===== config.mk =====
export PLATFORM = sky130hd
export DESIGN_NAME = sequencer
export DESIGN_NICKNAME = d
export VERILOG_FILES = /design/src/rtl/sequencer.sv
export SDC_FILE = /design/constraint.sdc
export NUM_CORES = 1
export LEC_CHECK = 0
export CORE_MARGIN = 4
export CORE_UTILIZATION = 33
export DETAILED_ROUTE_END_ITERATION = 6
export PLACE_DENSITY = 0.8
export REMOVE_ABC_BUFFERS = 1
export SYNTH_ARGS = -nofsm -noshare
export SYNTH_HDL_FRONTEND = slang
export SYNTH_SLANG_ARGS = --single-unit

===== constraint.sdc =====
create_clock -name clock -period 1.35 [get_ports clock]
set_clock_uncertainty 0.1 [all_clocks]
set_input_delay 0.27 -clock clock [delete_from_list [all_inputs] [get_ports clock]]
set_output_delay 0.27 -clock clock [all_outputs]
set_load 0.02 [all_outputs]

===== src/rtl/sequencer.sv =====
// sequencer: multi-cycle control FSM driving datapath strobes for an accumulator CPU.
module sequencer #(
    parameter int OP_W = 3
) (
    input  logic            clock,
    input  logic            n_reset,
    input  logic [OP_W-1:0] op,
    input  logic            z_flag,
    input  logic            mem_ready,
    input  logic            run,
    output logic            ACC_bus,
    output logic            load_ACC,
    output logic            PC_bus,
    output logic            load_PC,
    output logic            INC_PC,
    output logic            load_IR,
    output logic            Addr_bus,
    output logic            load_MAR,
    output logic            MDR_bus,
    output logic            load_MDR,
    output logic            ALU_ACC,
    output logic            ALU_add,
    output logic            ALU_sub,
    output logic            CS,
    output logic            R_NW,
    output logic            halted
);
    typedef enum logic [3:0] {
        IDLE, FETCH_A, FETCH_M, DECODE, ADDR, MEM, WR, EXEC, HALT
    } state_t;
    localparam logic [OP_W-1:0] OP_LOAD  = OP_W'(0);
    localparam logic [OP_W-1:0] OP_STORE = OP_W'(1);
    localparam logic [OP_W-1:0] OP_ADD   = OP_W'(2);
    localparam logic [OP_W-1:0] OP_SUB   = OP_W'(3);
    localparam logic [OP_W-1:0] OP_BNE   = OP_W'(4);
    localparam logic [OP_W-1:0] OP_JMP   = OP_W'(5);
    localparam logic [OP_W-1:0] OP_HALT  = OP_W'(7);
    state_t state, next;
    logic mem_op, is_store, jump, is_halt;
    assign is_store = op == OP_STORE;
    assign mem_op   = op == OP_LOAD || is_store || op == OP_ADD || op == OP_SUB;
    assign jump     = op == OP_JMP || (op == OP_BNE && !z_flag);
    assign is_halt  = op == OP_HALT;
    always_ff @(posedge clock or negedge n_reset)
        if (!n_reset) state <= IDLE;
        else state <= next;
    always_comb begin
        next = IDLE;
        case (state)
            IDLE:    next = FETCH_A;
            FETCH_A: next = FETCH_M;
            FETCH_M: next = mem_ready ? DECODE : FETCH_M;
            DECODE:  next = ADDR;
            ADDR:    next = mem_op ? MEM : is_halt ? HALT : FETCH_A;
            MEM:     next = is_store ? WR : mem_ready ? EXEC : MEM;
            WR:      next = mem_ready ? FETCH_A : WR;
            EXEC:    next = FETCH_A;
            HALT:    next = run ? FETCH_A : HALT;
            default: next = IDLE;
        endcase
    end
    always_comb begin
        {ACC_bus, load_ACC, PC_bus, load_PC, INC_PC, load_IR, Addr_bus, load_MAR,
         MDR_bus, load_MDR, ALU_ACC, ALU_add, ALU_sub, CS, halted} = '0;
        R_NW = 1'b1;
        case (state)
            FETCH_A: begin
                PC_bus   = 1'b1;
                load_MAR = 1'b1;
                INC_PC   = 1'b1;
                load_PC  = 1'b1;
            end
            FETCH_M: begin
                CS       = 1'b1;
                load_MDR = mem_ready;
            end
            DECODE: begin
                MDR_bus = 1'b1;
                load_IR = 1'b1;
            end
            ADDR: begin
                Addr_bus = mem_op || jump;
                load_MAR = mem_op;
                load_PC  = jump;
            end
            // STORE stages the accumulator into MDR; other memory ops read it in
            MEM: begin
                ACC_bus  = is_store;
                load_MDR = is_store || mem_ready;
                CS       = !is_store;
            end
            WR: begin
                CS   = 1'b1;
                R_NW = 1'b0;
            end
            EXEC: begin
                MDR_bus  = 1'b1;
                load_ACC = 1'b1;
                ALU_add  = op == OP_ADD;
                ALU_sub  = op == OP_SUB;
                ALU_ACC  = op == OP_ADD || op == OP_SUB;
            end
            HALT:    halted = 1'b1;
            default: ;
        endcase
    end
endmodule


=== Word-level counts from Yosys, hierarchy flattened ===
Cells that the tools add are included.

* Eq/ne operators: 14
* Multiplexer cells: 23
* Reduce and logical (&&, ||, !) cells: 15

{| class="wikitable"
|+ Operators with widths
! operator !! number
|-
| case mux 4 bit (8 select lines) || 1
|-
| == test 4 x 3 -> 1 bit, second input constant || 4
|-
| two-way mux 1 bit || 12
|-
| two-way mux 4 bit || 3
|-
| == test 3 bit, second input constant || 3
|-
| == test 4 x 2 -> 1 bit, second input constant || 2
|-
| case mux 1 bit (2 select lines) || 4
|-
| logical OR 1 bit || 7
|-
| == test 3 x 2 -> 1 bit, second input constant || 2
|-
| OR reduction 2 bit || 3
|-
| == test 4 x 1 -> 1 bit, second input constant || 1
|-
| == test 4 bit, second input constant || 1
|-
| zero test 4 bit || 1
|-
| two-way mux 2 bit || 2
|-
| == test 3 x 1 -> 1 bit, second input constant || 1
|-
| zero test 3 bit || 1
|-
| two-way mux 3 bit || 1
|-
| zero test 1 bit || 2
|-
| logical AND 1 bit || 1
|}

* Register bits: 4
* Bits of input ports: 8
* Output and inout bits: 16
* Word-level logic and storage cells: 53

=== Depth between registers and ports, before layout ===
* Depth after elaboration: 6
* Depth in mapped cells: 4
* Mapped depth without buffers: 3

=== Least setup slack after synthesis ===
OpenSTA, ideal clock, no wires.

* Kind: register to output
* From: register state[3]
* To: output port ALU_add
* Arrival: 1701 ps
* Data required time: 980 ps
* Slack: -721 ps
* Cell stages (with the launch flop): 4
* Path buffers: 0
* Path through: dfrtp_1 nand2b_1 nor4_1 and2_1

* Word-level cells in the longest chain between the ends: 2

{| class="wikitable"
|+ RTL lines
! what !! RTL line !! RTL
|-
| start, declared || 38 || <nowiki>state_t state, next;</nowiki>
|-
| start signal, assigned || 46 || <nowiki>else state <= next;</nowiki>
|-
| == test 4 x 3 -> 1 bit || 66 || <nowiki>case (state)</nowiki>
|-
| two-way mux 1 bit || 66 ||
|-
| end, declared || 22 || <nowiki>output logic ALU_add,</nowiki>
|}

No other way between the ends.

=== Worst setup path after layout ===
* From: register state[0]
* To: output port CS

* Word-level cells in the longest chain between the ends: 3
* Elaborated cells between the ends (all ways): 5
* Classes of those cells: 3 x eq/ne; 1 x mux; 1 x reduce/logical

{| class="wikitable"
|+ RTL lines
! what !! RTL line !! RTL
|-
| == test 4 x 3 -> 1 bit / == test 4 x 2 -> 1 bit (equally long branches) || 66 ||
|-
| OR reduction 2 bit (no source line) || n/a ||
|-
| case mux 1 bit (2 select lines) * || 66 ||
|-
| end, declared || 24 || <nowiki>output logic CS,</nowiki>
|}

Mark *: on every way between the ends. The rest lies on a longest branch, timed or not.

==> summary.txt <==
Global routing
  – Gr ovfl total: 0
  – Total GRT Usage: 0.2163
  – Vias in the first global route: about 660
  – First-pass GRT wire length: 3174 um
  – Initial antenna violation count: 0
  – Largest net degree at the start of global routing: 11

Floorplan
  – Io pins: 24
  – Row cnt: 12
  – Die outline height: between 40 and 50 um
  – Die Area: 0.001955 mm^2
  – Horiz. Die Dim: 44.22 um
  – Core Area: ~0.0012 mm^2
  – Initial Utilization: 0.3697

Logic synthesis
  – Number of synthesized flops with an enable pin: 0
  – Mean Syn Cell Area: 6.872 um^2
  – Synthesized cell area: roughly 430 um^2
  – Synth area leader: dfrtp_1
  – Post-Syn Instances: 63
  – Area share of the largest cell type after synthesis: 0.2312
  – Flops & latches, synth: 4
  – Top cells by area, synth: dfrtp_1, nand2b_1, nor2_1
  – Post-synthesis cell type count: 27
  – Seq/Total Area, Yosys: 0.2312
  – Async set or reset register ratio after synthesis: 1.000
  – Yosys warning count: 0
  – Top_reg_cell synth: dfrtp_1

Layout
  – Largest register FFs: 4
  – Final net count: 120
  – Final Non-Filler Cells: 124
  – Final Cell Area: 0.001057 mm^2
  – Biggest register: state
  – Antenna Cells: 0
  – Synthesis-to-finish area growth: 144.2%
  – Post-Route Utilization: 0.9028
  – Largest registers: state: 4 flops
  – Fillcell total: 55
  – Register area: 102.6 um^2
  – Layout cells sized above 1: 0.6818
  – Area of the multi-input gates: 436.7 um^2

Place
  – Setup WS pre-CTS: -1103 ps
  – RD Place Congestion: 0.7470
  – Cell Count Post-Placement: 110
  – Placed cell areas: 764.5 um^2
  – Port bufs: 23
  – Detailed Place HPWL: roughly 1100 um

Routing
  – Residual DRC count: 0
  – Via count: 712
  – DR WL/cell: 18.21 um
  – Drt pass-1 iters: 4
  – DRT antenna net count: 0
  – WL final: 2258 um
  – Via density: 5.742
  – Initial detailed-routing violation count: 16

Critical path
  – Max Fanout on Critical Path: 7
  – Required time of the critical path: 980 ps
  – CP top delay family: flip-flops
  – Critical path, cell by cell: buf_6, nor2b_2, a31oi_1, nor2_1, buf_2
  – Arrival time at the worst endpoint: 1400 ps
  – Worst path bufs/invs: 2
  – CP max stage cell: dfrtp_2
  – Setup Crit Path Kind: flop to primary output
  – Worst Setup End Kind: primary output
  – Startpoint Class: flop
  – Worst path max stage delay: approximately 450 ps

STA
  – Hold slack: 139.0 ps
  – Max Slew Vio Count: 0
  – Slew HR: 0.8339
  – Achievable clock frequency: 0.5645 GHz
  – Final setup violation count: 19
  – Hold Vio Cnt, Final: 0
  – RSZ-0062 raised after global routing: true
  – Slew @ Worst Pin: roughly 250 ps
  – Shortest period the worst path allows: 1771 ps
  – Final worst slack: -421.4 ps
  – Final period util: 1.312

Clock tree
  – Reg clk slew, reported paths: 40 ps
  – CTS max path bufs: 2
  – Cts-stage hold buffer count: 0
  – Root Driver: clkbuf_4
  – H-tree depth: 1
  – Clock sinks: 4
  – CTS tree: built
  – Number of buffers created by CTS: 3
  – Clock Latency Late Sink: 250 ps

Pwr
  – Cell Pwr Density: 1966 mW/mm^2
  – Pleak: 0.0004697 uW
  – Peak VDD IR: 1306 uV

Job
  – Max_cap viols: 0

Run status
  – Status: finished, violations left
  – Violated checks: negative setup slack

Worst hold path
  – Min-delay worst type: primary input to asynchronous set/reset pin
[per-layer routing]
layer  routed length (um)  part of all wire  up-vias  track usage
met5                    0                 0        -            0
met4                  103             0.046        0      0.03012
met3                  212             0.094       12      0.07724
met2                 1124              0.50       46       0.4099
met1                  817              0.36      335       0.2311
li1                     -                 -      319            -
[synthesized netlist by cell type, types with 3 or more instances]
library cell	number
nor2_1	7
inv_1	5
nand2b_1	5
nor3_1	5
dfrtp_1	4
a21oi_1	3
and2_1	3
nand2_1	3
nand3_1	3
nor2b_1	3
[logic make-up (layout without fill, tap and decap cells)]
group,count (synthesis),after routing,share of synthesized area
AND/OR/NAND/NOR,34,34,0.4306
AO/OA/AOI/OAI,15,15,0.2284
buffers and inverters,10,57,0.1098
flip-flops,4,4,0.2312
[placed cells by master, fill, tap and decap left out, types with 2 or more instances in the layout]
cell,count
nor2_1,5
nand2b_4,3
nand2b_1,2
o21ai_0,2
dfrtp_1,2
dfrtp_2,2
inv_1,5
nor3_4,3
a21oi_1,2
and2_4,2
o22ai_2,2
clkdlybuf4s50_1,4
nor3_2,2
buf_6,20
clkbuf_4,3
nand2_1,2
nand3_1,2
buf_4,21
clkdlybuf4s15_2,2
[area by class of cell]
cell class	instances	area share
Sequential cell	4	0.09704
Inverter	5	0.01775
Multi-Input combinational cell	49	0.4130
Tap cell	14	0.01657
Clock buffer	3	0.02130
Timing Repair Buffer	49	0.4343
[worst register-to-register path, delay by kind of cell, from the launching register on]
kind / cells / cell delay, ps
flip-flops: 1 / 450
AO/OA/AOI/OAI: 2 / 270
AND/OR/NAND/NOR: 1 / 500
[what timing repair did]
action                     in CTS  in global routing
setup buffers                   7                  4
cloned                          0                  0
resized for setup             123                 21
setup endpoints to repair      19                 19
pin swaps                       9                  8
[where the power goes]
part | switching, uW | internal (uW)
logic | 828 | 834
registers | 81.1 | 171
clock network | 64.1 | 100
[path summary, 6_finish.rpt]
kind                               start  endpoint  slack [ps]  cells after the start
worst max-delay path            state[0]        CS        -420                      5
worst min-delay path             n_reset  state[3]         140                      1
worst max register to register  state[1]  state[0]         -90                      3
worst min register to register  state[3]  state[1]         580                      2
max in group asynchronous        n_reset  state[1]         810                      1
min in group clock                 op[2]  state[1]         560                      4
[stage by stage]
step	power, uW	TNS, ps
after floorplan	754.7	-6466
after global placement	1276	-13280
after detailed placement	1289	-13650
after CTS	1750	-4977
after global routing	2190	-6651
final	2079	-5593
No activity file was read; power rests on OpenSTA's default activity.
